### src/rtl/mc_control_pkg.sv
// Shared constants for the multi-cycle MIPS control unit: opcodes, funct codes,
// ALU operation codes, mux select codes and the controller state encoding.
package mc_control_pkg;

  localparam logic [5:0] OP_RTYPE = 6'h00;
  localparam logic [5:0] OP_J     = 6'h02;
  localparam logic [5:0] OP_BEQ   = 6'h04;
  localparam logic [5:0] OP_BNE   = 6'h05;
  localparam logic [5:0] OP_ADDI  = 6'h08;
  localparam logic [5:0] OP_ADDIU = 6'h09;
  localparam logic [5:0] OP_SLTI  = 6'h0A;
  localparam logic [5:0] OP_SLTIU = 6'h0B;
  localparam logic [5:0] OP_ANDI  = 6'h0C;
  localparam logic [5:0] OP_ORI   = 6'h0D;
  localparam logic [5:0] OP_LW    = 6'h23;
  localparam logic [5:0] OP_SW    = 6'h2B;

  localparam logic [5:0] FN_ADD  = 6'h20;
  localparam logic [5:0] FN_ADDU = 6'h21;
  localparam logic [5:0] FN_SUB  = 6'h22;
  localparam logic [5:0] FN_SUBU = 6'h23;
  localparam logic [5:0] FN_AND  = 6'h24;
  localparam logic [5:0] FN_OR   = 6'h25;
  localparam logic [5:0] FN_XOR  = 6'h26;
  localparam logic [5:0] FN_NOR  = 6'h27;
  localparam logic [5:0] FN_SLT  = 6'h2A;
  localparam logic [5:0] FN_SLTU = 6'h2B;

  localparam logic [3:0] ALU_ADD  = 4'b1010;
  localparam logic [3:0] ALU_ADDU = 4'b0010;
  localparam logic [3:0] ALU_SUB  = 4'b1110;
  localparam logic [3:0] ALU_SUBU = 4'b0110;
  localparam logic [3:0] ALU_AND  = 4'b0000;
  localparam logic [3:0] ALU_OR   = 4'b0001;
  localparam logic [3:0] ALU_XOR  = 4'b0011;
  localparam logic [3:0] ALU_NOR  = 4'b1100;
  localparam logic [3:0] ALU_SLT  = 4'b0101;
  localparam logic [3:0] ALU_SLTU = 4'b1111;

  localparam logic [1:0] SRCB_RT     = 2'b00;
  localparam logic [1:0] SRCB_FOUR   = 2'b01;
  localparam logic [1:0] SRCB_IMM    = 2'b10;
  localparam logic [1:0] SRCB_IMM_SH = 2'b11;

  localparam logic [1:0] PCSRC_ALU    = 2'b00;
  localparam logic [1:0] PCSRC_ALUOUT = 2'b01;
  localparam logic [1:0] PCSRC_JUMP   = 2'b10;

  localparam logic [1:0] BR_NONE = 2'b00;
  localparam logic [1:0] BR_BEQ  = 2'b01;
  localparam logic [1:0] BR_BNE  = 2'b10;

  typedef enum logic [3:0] {
    StIdle   = 4'd0,
    StFetch  = 4'd1,
    StDecode = 4'd2,
    StExecR  = 4'd3,
    StExecI  = 4'd4,
    StAddr   = 4'd5,
    StMemRd  = 4'd6,
    StMemWr  = 4'd7,
    StWbAlu  = 4'd8,
    StWbMem  = 4'd9,
    StBranch = 4'd10,
    StJump   = 4'd11,
    StTrap   = 4'd12
  } state_e;

  // States that wait on the memory handshake and are guarded by the timeout.
  function automatic logic waits_on_mem(state_e s);
    return (s == StFetch) || (s == StMemRd) || (s == StMemWr);
  endfunction

endpackage

### src/rtl/alu_op_decode.sv
// Combinational ALU operation decode: R-type by funct, I-type by opcode, with a
// legal flag for any code that has no ALU meaning.
module alu_op_decode
  import mc_control_pkg::*;
(
  input  logic [5:0] op_i,
  input  logic [5:0] func_i,
  output logic [3:0] alu_cntl_o,
  output logic       legal_o
);

  always_comb begin
    alu_cntl_o = ALU_AND;
    legal_o    = 1'b1;
    if (op_i == OP_RTYPE) begin
      case (func_i)
        FN_ADD:  alu_cntl_o = ALU_ADD;
        FN_ADDU: alu_cntl_o = ALU_ADDU;
        FN_SUB:  alu_cntl_o = ALU_SUB;
        FN_SUBU: alu_cntl_o = ALU_SUBU;
        FN_AND:  alu_cntl_o = ALU_AND;
        FN_OR:   alu_cntl_o = ALU_OR;
        FN_XOR:  alu_cntl_o = ALU_XOR;
        FN_NOR:  alu_cntl_o = ALU_NOR;
        FN_SLT:  alu_cntl_o = ALU_SLT;
        FN_SLTU: alu_cntl_o = ALU_SLTU;
        default: legal_o    = 1'b0;
      endcase
    end else begin
      case (op_i)
        OP_ADDI:  alu_cntl_o = ALU_ADD;
        OP_ADDIU: alu_cntl_o = ALU_ADDU;
        OP_SLTI:  alu_cntl_o = ALU_SLT;
        OP_SLTIU: alu_cntl_o = ALU_SLTU;
        OP_ANDI:  alu_cntl_o = ALU_AND;
        OP_ORI:   alu_cntl_o = ALU_OR;
        default:  legal_o    = 1'b0;
      endcase
    end
  end

endmodule

### src/rtl/multicycle_control.sv
// Multi-cycle MIPS control FSM with memory ready handshake, timeout and trap.
// Define MC_JUMP_EN to add the j instruction (JUMP state, PCSrc jump target).
module multicycle_control
  import mc_control_pkg::*;
#(
  parameter int unsigned ALUC_W      = 4,
  parameter int unsigned MEM_TIMEOUT = 15,
  parameter int unsigned TO_W        = 4
) (
  input  logic              clk,
  input  logic              rst_n,
  input  logic [5:0]        Op,
  input  logic [5:0]        Func,
  input  logic              mem_ready,
  output logic              PCWrite,
  output logic [1:0]        Branch,
  output logic              IorD,
  output logic              MemRead,
  output logic              MemWrite,
  output logic              IRWrite,
  output logic              MemtoReg,
  output logic              RegDst,
  output logic              RegWrite,
  output logic              ALUSrcA,
  output logic [1:0]        ALUSrcB,
  output logic [ALUC_W-1:0] ALUCntl,
  output logic [1:0]        PCSrc,
  output logic              instr_done,
  output logic              illegal_op,
  output logic              bus_err,
  output logic [3:0]        state
);

  state_e          state_q, state_d;
  logic [5:0]      op_q, func_q;
  logic [TO_W-1:0] to_q, to_d;
  logic            illegal_q, bus_err_q;
  logic            set_illegal, set_bus_err;
  logic            mem_wait, timeout_hit;

  logic [5:0] dec_op, dec_func;
  logic [3:0] dec_alu, alu_sel;
  logic       dec_legal;

  // In DECODE the IR fields are live on Op/Func; afterwards use the latched copy.
  assign dec_op   = (state_q == StDecode) ? Op   : op_q;
  assign dec_func = (state_q == StDecode) ? Func : func_q;

  alu_op_decode u_alu_op_decode (
    .op_i       (dec_op),
    .func_i     (dec_func),
    .alu_cntl_o (dec_alu),
    .legal_o    (dec_legal)
  );

  assign mem_wait    = waits_on_mem(state_q) && !mem_ready;
  assign timeout_hit = mem_wait && (to_q == TO_W'(MEM_TIMEOUT - 1));

  always_comb begin
    state_d     = state_q;
    to_d        = mem_wait ? to_q + TO_W'(1) : '0;
    set_bus_err = 1'b0;
    case (state_q)
      StIdle:   state_d = StFetch;
      StFetch:  if (mem_ready) state_d = StDecode;
      StDecode: begin
        case (Op)
          OP_RTYPE: state_d = dec_legal ? StExecR : StTrap;
          OP_ADDI, OP_ADDIU, OP_SLTI, OP_SLTIU, OP_ANDI, OP_ORI: state_d = StExecI;
          OP_LW, OP_SW:   state_d = StAddr;
          OP_BEQ, OP_BNE: state_d = StBranch;
`ifdef MC_JUMP_EN
          OP_J:           state_d = StJump;
`endif
          default:        state_d = StTrap;
        endcase
      end
      StExecR, StExecI: state_d = StWbAlu;
      StAddr:   state_d = (op_q == OP_LW) ? StMemRd : StMemWr;
      StMemRd:  if (mem_ready) state_d = StWbMem;
      StMemWr:  if (mem_ready) state_d = StFetch;
      StWbAlu, StWbMem, StBranch: state_d = StFetch;
`ifdef MC_JUMP_EN
      StJump:   state_d = StFetch;
`endif
      StTrap:   state_d = StTrap;
      default:  state_d = StTrap;
    endcase
    if (timeout_hit) begin
      state_d     = StTrap;
      set_bus_err = 1'b1;
    end
  end

  assign set_illegal = (state_q == StDecode) && (state_d == StTrap);

  always_ff @(posedge clk) begin
    if (!rst_n) begin
      state_q   <= StIdle;
      op_q      <= '0;
      func_q    <= '0;
      to_q      <= '0;
      illegal_q <= 1'b0;
      bus_err_q <= 1'b0;
    end else begin
      state_q <= state_d;
      to_q    <= to_d;
      if (state_q == StDecode) begin
        op_q   <= Op;
        func_q <= Func;
      end
      if (set_illegal) illegal_q <= 1'b1;
      if (set_bus_err) bus_err_q <= 1'b1;
    end
  end

  always_comb begin
    PCWrite    = 1'b0;
    Branch     = BR_NONE;
    IorD       = 1'b0;
    MemRead    = 1'b0;
    MemWrite   = 1'b0;
    IRWrite    = 1'b0;
    MemtoReg   = 1'b0;
    RegDst     = 1'b0;
    RegWrite   = 1'b0;
    ALUSrcA    = 1'b0;
    ALUSrcB    = SRCB_RT;
    alu_sel    = ALU_AND;
    PCSrc      = PCSRC_ALU;
    instr_done = 1'b0;
    case (state_q)
      StFetch: begin
        MemRead = 1'b1;
        ALUSrcB = SRCB_FOUR;
        alu_sel = ALU_ADDU;
        IRWrite = mem_ready;
        PCWrite = mem_ready;
      end
      StDecode: begin
        ALUSrcB = SRCB_IMM_SH;
        alu_sel = ALU_ADDU;
      end
      StExecR: begin
        ALUSrcA = 1'b1;
        alu_sel = dec_alu;
      end
      StExecI: begin
        ALUSrcA = 1'b1;
        ALUSrcB = SRCB_IMM;
        alu_sel = dec_alu;
      end
      StAddr: begin
        ALUSrcA = 1'b1;
        ALUSrcB = SRCB_IMM;
        alu_sel = ALU_ADDU;
      end
      StMemRd: begin
        MemRead = 1'b1;
        IorD    = 1'b1;
      end
      StMemWr: begin
        MemWrite   = 1'b1;
        IorD       = 1'b1;
        instr_done = mem_ready;
      end
      StWbAlu: begin
        RegWrite   = 1'b1;
        RegDst     = (op_q == OP_RTYPE);
        instr_done = 1'b1;
      end
      StWbMem: begin
        RegWrite   = 1'b1;
        MemtoReg   = 1'b1;
        instr_done = 1'b1;
      end
      StBranch: begin
        ALUSrcA    = 1'b1;
        alu_sel    = ALU_SUB;
        PCSrc      = PCSRC_ALUOUT;
        Branch     = (op_q == OP_BNE) ? BR_BNE : BR_BEQ;
        instr_done = 1'b1;
      end
`ifdef MC_JUMP_EN
      StJump: begin
        PCWrite    = 1'b1;
        PCSrc      = PCSRC_JUMP;
        instr_done = 1'b1;
      end
`endif
      default: ;
    endcase
  end

  assign ALUCntl    = ALUC_W'(alu_sel);
  assign illegal_op = illegal_q;
  assign bus_err    = bus_err_q;
  assign state      = state_q;

endmodule
### config.mk
export PLATFORM = sky130hd
export DESIGN_NAME = multicycle_control
export DESIGN_NICKNAME = d
export VERILOG_FILES = /design/src/rtl/mc_control_pkg.sv /design/src/rtl/alu_op_decode.sv /design/src/rtl/multicycle_control.sv
export SDC_FILE = /design/constraint.sdc
export NUM_CORES = 1
export LEC_CHECK = 0
export ABC_AREA = 1
export BUFFER_PORTS_ARGS = -buffer_cell sky130_fd_sc_hd__buf_4
export CAP_MARGIN = 30
export CORE_MARGIN = 2
export CORE_UTILIZATION = 25
export DETAILED_ROUTE_END_ITERATION = 8
export MAX_ROUTING_LAYER = met4
export REMOVE_ABC_BUFFERS = 1
export SYNTH_ARGS = -nofsm -noshare
export SYNTH_HDL_FRONTEND = slang
export SYNTH_HIERARCHICAL = 1
export SYNTH_SLANG_ARGS = --single-unit
### constraint.sdc
create_clock -name clk -period 3.3 [get_ports clk]
set_clock_uncertainty 0.15 [all_clocks]
set_input_delay 0.66 -clock clk [delete_from_list [all_inputs] [get_ports clk]]
set_output_delay 0.66 -clock clk [all_outputs]
set_load 0.05 [all_outputs]
Yosys cells after proc, flatten, opt, wreduce, memory -nomap -nowiden
Index checks and enable logic that the tools add are counted.
W data, S select, Z words.
Operators by class
  eq/ne operators: 40
  add/subtract/negate cells: 1
  mux-type cells: 31
  reductions and logical operators: 25
Operators by type and width (number)
  $eq A6 B6 Y1 const B: 13
  $eq A6 B4 Y1 const B: 12
  $pmux W4 S9: 1
  $pmux W4 S7: 1
  $mux W4: 6
  $eq A4 B4 Y1 const B: 5
  $pmux W4 S5: 1
  $eq A6 B3 Y1 const B: 3
  $logic_not A6 Y1: 3
  $eq A4 B3 Y1 const B: 4
  $pmux W4 S4: 1
  $mux W1: 14
  $reduce_or A2 Y1: 7
  $mux W6: 2
  $pmux W4 S3: 1
  $reduce_or A6 Y1: 2
  $reduce_or A10 Y1: 1
  $eq A4 B2 Y1 const B: 2
  $reduce_or A4 Y1: 2
  $pmux W2 S3: 1
  $reduce_or A3 Y1: 2
  $add A4 B1 Y4 const B: 1
  $eq A4 B1 Y1 const B: 1
  $logic_not A4 Y1: 1
  other kinds (6): 10
Word-level totals
  logic and storage cells: 103
  output and inout bits: 26
  bits of input ports: 15
  flip-flop bits (word level): 22

Longest topological paths before layout
Gate-level depths: netlist of run 1.
  depth in word-level cells: 12
  gate-level depth with buffers: 21
  depth with buffers taken out: 20

Cells and area by module
The synthesis of run 1 kept the hierarchy.
By module, submodules not included
  multicycle_control: cells an instance 210, sequential area each 440.4 um^2, area each 1300.0 um^2, instances 1
  alu_op_decode: cells an instance 60, sequential area each 0.0 um^2, area each 286.5 um^2, instances 1

Least setup slack after synthesis of run 1
No wires, ideal clock.
  path kind: register -> output
  start: reg state_q[2], in the netlist state[2]
  end: out ALUCntl[0]
  path slack: -0.269 ns
  path buffers: 1
  data required time: 2.490 ns
  stages on the path, launching flop included: 17
  arrival: 2.759 ns
  cells stage by stage: dfxtp_1 -> nor2_1 -> inv_1 -> nor2_4 -> buf_4 -> or2_2 -> o21ai_1 -> inv_1 -> nor2_2 -> nand2_2 -> nor2_2 -> nand2_1 -> nand2_1 -> inv_1 -> nand2_1 -> inv_1 -> nor2_1
Between the ends
  word-level cells in the longest chain between the ends: 6
  elaborated cells between the ends (all ways): 29
Ends and longest elaborated chain
  start, declared: RTL line multicycle_control.sv:34  | state_e state_q, state_d;
  start signal, assigned: RTL line multicycle_control.sv:99  | state_q <= StIdle;
  start signal, assigned: RTL line multicycle_control.sv:106  | state_q <= state_d;
  $eq A4 B2 Y1 (*): RTL line multicycle_control.sv:46  | assign dec_op = (state_q == StDecode) ? Op : op_q;
  $mux W6 (*)
  via dec_op[5]: RTL line multicycle_control.sv:41  | logic [5:0] dec_op, dec_func;
  $eq A6 B4 Y1: RTL line alu_op_decode.sv:30  | case (op_i)
  $pmux W4 S5: RTL line alu_op_decode.sv:30
  $mux W4 (*): RTL line alu_op_decode.sv:15  | if (op_i == OP_RTYPE) begin
  via dec_alu[0]: RTL line multicycle_control.sv:42  | logic [3:0] dec_alu, alu_sel;
  $pmux W4 S3 (*): RTL line multicycle_control.sv:132  | case (state_q)
  end, declared: RTL line multicycle_control.sv:26  | output logic [ALUC_W-1:0] ALUCntl,
Mark *: on every way through the listed nets, which the timed path passes. The rest lies on a longest branch.

Worst setup path after layout of run 1
  start: reg state_q[1], in the netlist state[1]
  end: out ALUCntl[3]
Between the ends
  word-level cells in the longest chain between the ends: 6
  elaborated cells between the ends (all ways): 29
Ends and longest elaborated chain
  $eq A4 B2 Y1 (*): RTL line multicycle_control.sv:47  | assign dec_func = (state_q == StDecode) ? Func : func_q;
  $mux W6 (*)
  via dec_func[5]: RTL line multicycle_control.sv:41
  $eq A6 B6 Y1: RTL line alu_op_decode.sv:16  | case (func_i)
  $pmux W4 S9 (*): RTL line alu_op_decode.sv:16
  $mux W4 (*): RTL line alu_op_decode.sv:15
  via dec_alu[3]: RTL line multicycle_control.sv:42
  $pmux W4 S3 (*): RTL line multicycle_control.sv:132
Marked as above.

==> results by group, run 1 <==
Run status
  – Status: finished, final reports clean

Clocking
  – Clock latency on the worst-skew pair: 0.26 ns
  – Clock tree buffer depth: 2
  – Root Driver: clkbuf_8
  – Clock Sink Count: 22
  – CTS buffer count: 3
  – Post-CTS Hold Buffers: 0
  – H-tree Lvls: 1
  – CTS clk-pin slew, worst paths: 0.08 ns
  – TritonCTS clock tree: done

Placed design
  – HPWL after DPL: 3.44 mm
  – Placed Area: 1950 um2
  – Port bufs: 39
  – Routability cong.: 0.873

Critical path
  – Critical-path cell list: inv_2 > nor2_4 > inv_2 > nor2_4 > buf_6 > or2_4 > o21ai_2 > inv_1 > inv_2 > nor2_4 > buf_4 > nand3_1 > nand3_1 > nand2_1 > nand2_1 > nand2_1 > nand2_1 > buf_6
  – Critical path's slowest cell: dfxtp_2
  – CP most frequent cell: nand2_1
  – Crit path capture type: output port
  – Critical Path Source Type: flip-flop
  – Worst Path Max Fanout: 8
  – Max stage delay on crit path: 0.34 ns
  – CP Data Arrival Time: 2.36 ns
  – CP Data Required Time: 2.49 ns
  – WS Path Type: reg2out

Yosys
  – Yosys top cell area share: 0.278
  – Syn Area/Cell: 5.88 um2
  – Most common cell in the netlist: nand2_1
  – EDFF count, synth: 0
  – Post-synth ARST share: 0
  – Synth area leaders: dfxtp_1, nand2_1, nor2_1
  – Register bit total from synthesis: 22
  – Yosys top cell by area: dfxtp_1
  – Synth cell count leaders: nand2_1, nor2_1, inv_1
  – Main synth FF type: dfxtp_1
  – Synthesis warning total: 6
  – Yosys cell types: 29
  – Syn Std Cell Area: 1590 um2
  – Sequential area share after synthesis: 0.278
  – Syn Inst Count: 270

Global routing
  – Initial antenna violation count: 0
  – All-layer global routing usage: 0.124
  – First-pass GRT wire length: 7.00 mm
  – Largest net degree at the start of global routing: 21
  – Vias in the first global route: 1581
  – Gr ovfl total: 0

Route
  – Total number of vias: 1736
  – DRT iter0 DRCs: 60
  – Routed vias/inst: 4.38
  – Wire per inst: 11.1 um
  – Post-route ant nets: 0
  – # DRC: 0
  – Drt first pass iters: 4
  – DRT Wirelength: 4.39 mm

Timing
  – Endpoints failing setup: 0
  – Final Hold Fails: 0
  – Pins Over Slew Limit: 0
  – Max Freq: 315 MHz
  – Relative slew slack: 0.669
  – WHS: 0.308 ns
  – Final setup TNS: 0 ns
  – RSZ-0062 raised after global routing: true
  – Crit share post-route: 0.961
  – Worst Max-Slew Pin Slew: 0.493 ns
  – Minimum clock period: 3.17 ns

Die
  – Core Rows: 29
  – Initial core utilization: 0.254
  – Core area: 6240 um2
  – Die area: 7000 um2
  – IO Pins: 41
  – Die Y: 83.7 um
  – Die Wd: 83.7 um

Power
  – Pwr Density: 389 nW/um2
  – Worst ir drop on vdd: 0.190 mV
  – P_leak: 0.00123 uW

Flow run
  – Max-Cap Viols: 0

Final layout
  – Layout cells sized above 1: 0.313
  – Cell area after layout: 2190 um2
  – # diodes: 0
  – Layout Nets: 337
  – FILL cells: 672
  – Final core utilization: 0.351
  – Area growth syn-to-layout: 38.2%

Worst hold path
  – Hold WC Path Type: reg2reg
[sequential cells by signal, indices dropped and copies added, names as in the netlist]
| signal | count |
|---|---|
| state | 4 |
| func_q | 6 |
| illegal_op | 1 |
| bus_err | 1 |
| op_q | 6 |
| to_q | 4 |
[final timing paths]
kind,end,depth (start not counted),slack [ns],startpoint
max,ALUCntl[3],18,0.13,state[1]
min,illegal_op,2,0.31,illegal_op
max reg2reg,state[3],20,0.52,state[1]
min reg2reg,illegal_op,2,0.31,illegal_op
[cells in the final DEF, fill, tap and decap left out, types with 2 or more instances in the layout]
cell type  instances
nand2_1           58
nor2_1            47
buf_4             44
inv_1             43
nand3_1           20
dfxtp_1           18
nor2_4             7
inv_2              7
or2_2              7
o21ai_1            7
o21ai_0            6
nor2_2             5
o21ai_2            5
buf_6              5
a21oi_1            4
nand4_1            4
clkbuf_8           4
nor3_1             3
nand2_2            3
nand3_2            3
ha_1               2
dfxtp_2            2
dfxtp_4            2
[where the power goes]
part           leakage [uW]  switching [uW]  internal, uW
clock             0.0000288            85.3           106
combinational       0.00102             241           129
sequential         0.000181            10.7           281
total               0.00123             337           516
[logic make-up (layout without fill, tap and decap cells)]
group	count (synthesis)	count (layout)	share of synthesized area
AO/OA/AOI/OAI	24	24	0.0773
XOR/XNOR	2	2	0.0110
adder cells (fa/ha/maj)	2	2	0.0158
buffers and inverters	58	107	0.150
flip-flops	22	22	0.278
other	1	1	0.00236
AND/OR/NAND/NOR	161	161	0.466
[worst max-delay path, delay by kind of cell, from the launching register on]
kind                   cells  cell delay [ns]
buffers and inverters      7             0.68
AND/OR/NAND/NOR           10             1.02
flip-flops                 1             0.34
AO/OA/AOI/OAI              1             0.05
[per-layer routing]
metal	wire, um	vias up	track usage	share of wire
li1	-	918	-	-
met1	2160	775	0.170	0.49
met2	2000	37	0.195	0.46
met3	184	6	0.0168	0.042
met4	38	0	0.0264	0.0087
met5	0	-	-	0
[final cells by class]
cell class                 instances  area [um2]  area share
multi-input combinational        190         973       0.444
clock buffer                       4        55.1      0.0251
inverter                          52         203      0.0924
timing repair inverter             1        8.76     0.00399
tap                               77        96.3      0.0439
timing repair buffer              50         407       0.185
sequential                        22         450       0.205
[metrics by stage]
step	std cells	worst slack [ns]	power, uW
6_report	396	0.127	853
5_1_grt	396	-0.0493	902
4_1_cts	388	0.0162	821
3_5_place_dp	382	0.147	621
3_3_place_gp	382	0.176	619
2_1_floorplan	264	-0.265	531
[repair_timing]
item	in CTS	in global routing
gates resized for setup	5	31
cloned	0	1
buffers inserted	2	7
pin swaps	1	9
endpoints found under the setup margin	4	4
hold endpoints to repair	0	0
Note: power is estimated with default switching activity, not from simulation.
==> inputs of run 2 (changes only) <==
--- a/config.mk
+++ b/config.mk
@@ -7,11 +7,11 @@
 export LEC_CHECK = 0
 export ABC_AREA = 1
 export BUFFER_PORTS_ARGS = -buffer_cell sky130_fd_sc_hd__buf_4
-export CAP_MARGIN = 30
 export CORE_MARGIN = 2
-export CORE_UTILIZATION = 25
+export CORE_UTILIZATION = 50
 export DETAILED_ROUTE_END_ITERATION = 8
 export MAX_ROUTING_LAYER = met4
+export PLACE_DENSITY = 0.76
 export REMOVE_ABC_BUFFERS = 1
 export SYNTH_ARGS = -nofsm -noshare
 export SYNTH_HDL_FRONTEND = slang
==> run 2 against run 1 <==
  * The run now ends with setup timing left
  * Die area is 48% lower
  * Worst setup slack worse by 0.14 ns
  * Non-clock buffer count decreased by 4
  * Final cell count down 9.3%
  * Sequential power hardly changed
  * Critical path depth down 2
  * Largest cell class unchanged
==> results by group, run 2 (same netlist as run 1, synthesis figures left out) <==
Flow run
  – Max-Cap Viols: 0

Critical path
  – Worst Path Max Fanout: 10
  – Critical Path Source Type: flip-flop
  – RR Startpoint: state[1]
  – WS Path Type: reg2out
  – CP Data Required Time: 2.49 ns
  – Worst setup path start: state[1]
  – Critical-path cell list: inv_4 > nor2_4 > inv_2 > nor2_4 > buf_12 > inv_8 > o21ai_4 > inv_2 > nor2_4 > nand3_2 > nor3_4 > nand2_1 > nand2_1 > nand2_2 > nand3_2 > buf_8
  – CP Data Arrival Time: 2.50 ns
  – Crit path capture type: output port
  – CP most frequent cell: nor2_4
  – Max stage delay on crit path: 0.40 ns
  – Critical path's slowest cell: dfxtp_4

Route
  – Post-route ant nets: 0
  – DRT Wirelength: 4.23 mm
  – Wire per inst: 11.8 um
  – Total number of vias: 1780
  – Drt first pass iters: 4
  – DRT iter0 DRCs: 146
  – Routed vias/inst: 4.96
  – # DRC: 0

Placed design
  – Routability cong.: 0.944
  – HPWL after DPL: 3.04 mm
  – Port bufs: 39

Die
  – Die Y: 60.3 um
  – IO Pins: 41
  – Die Wd: 60.3 um
  – Initial core utilization: 0.524
  – Die area: 3640 um2
  – Core area: 3030 um2
  – Core Rows: 20

Timing
  – RSZ-0062 raised after global routing: true
  – Final Hold Fails: 0
  – Final setup margin: -0.0109 ns
  – Pins Over Slew Limit: 0
  – Final setup TNS: -0.0150 ns
  – Minimum clock period: 3.31 ns
  – Endpoints failing setup: 2
  – Crit share post-route: 1.00
  – Max Freq: 302 MHz

Global routing
  – Vias in the first global route: 1531
  – Gr ovfl total: 0
  – All-layer global routing usage: 0.239
  – Initial antenna violation count: 0
  – First-pass GRT wire length: 6.44 mm
  – Largest net degree at the start of global routing: 21

Final layout
  – Most common cell after layout, fill and taps aside: nand2_1
  – Commonest non-fill, non-tap cells in the layout: nand2_1, nor2_1, buf_4
  – Top Registers: func_q (6), op_q (6)
  – Final core utilization: 0.713
  – Area growth syn-to-layout: 36.1%
  – Layout cells sized above 1: 0.352
  – # diodes: 0
  – Layout Nets: 333

Power
  – Power, Total: 881 uW
  – Switching power: 350 uW
  – Switching portion of total power: 0.397
  – Clock power share: 0.245
  – Combinational share of power: 0.423
  – Sequential Power Share: 0.333
  – Pint: 531 uW
  – P_leak: 0.00121 uW
  – Pwr Density: 408 nW/um2
  – Worst ir drop on vdd: 0.303 mV

Run status
  – Failing checks: setup timing
  – Status: finished, violations left

Worst hold path
  – Hold_sp: illegal_op
  – Hold WC Path Type: reg2reg

Clocking
  – Clock Sink Count: 22
  – Root Driver: clkbuf_4
  – CTS buffer count: 3
  – TritonCTS clock tree: done
  – Post-CTS Hold Buffers: 0
  – Clock tree buffer depth: 2
  – Clock latency on the worst-skew pair: 0.33 ns
  – H-tree Lvls: 1
  – CTS clk-pin slew, worst paths: 0.13 ns
run 2: stage by stage:
step	hold WS, ns	cells	worst slack [ns]	instance area, um2
floorplan	0.280	264	-0.265	1540
global placement	0.294	348	0.316	1900
detailed placement	0.299	348	0.296	1900
CTS	0.318	352	0.0108	1970
global route	0.357	359	-0.199	2160
finish	0.317	359	-0.0109	2160
run 2: layout make-up:
type                    instances  area (um2)
inverters                      52         205
clock inverters                 1        30.0
flip-flops and latches         22         450
clock buffers                   3        22.5
multi-input cells             190        1010
repair buffers                 46         380
fillers                       279         868
well taps                      44        55.1
repair inverters                1        6.26
run 2: final timing paths:
kind                     end  slack [ns]  cells past startpoint
setup / recovery  ALUCntl[1]       -0.01                     16
setup reg to reg    state[3]        0.58                     20
hold reg to reg   illegal_op        0.32                      2
hold / removal    illegal_op        0.32                      2
run 2: power by group through the flow:
stage	clock network (uW)	logic, uW	registers, uW
6_report	216	373	293
5_1_grt	228	406	295
4_1_cts	217	317	293
3_5_place_dp	0	315	298
3_3_place_gp	0	313	298
2_1_floorplan	0	218	313
run 2: worst max-delay path, delay by kind of cell (launching register included):
| family | cells | cell delay (ns) |
|---|---|---|
| buf+inv | 6 | 0.55 |
| simple gates | 9 | 1.07 |
| compound gates | 1 | 0.16 |
| flops | 1 | 0.40 |
run 2: routing by layer:
layer,vias to the layer above,GRT usage,share of wire
li1,919,-,-
met5,-,-,0
met2,74,0.390,0.49
met3,6,0.0405,0.080
met4,0,0.0571,0.0090
met1,781,0.310,0.42
run 2: what timing repair did:
action / in CTS / in global routing
buffers inserted: 0 / 5
gates resized for setup: 7 / 47
cloned: 0 / 2
setup endpoints to repair: 4 / 4
pin swaps: 1 / 15
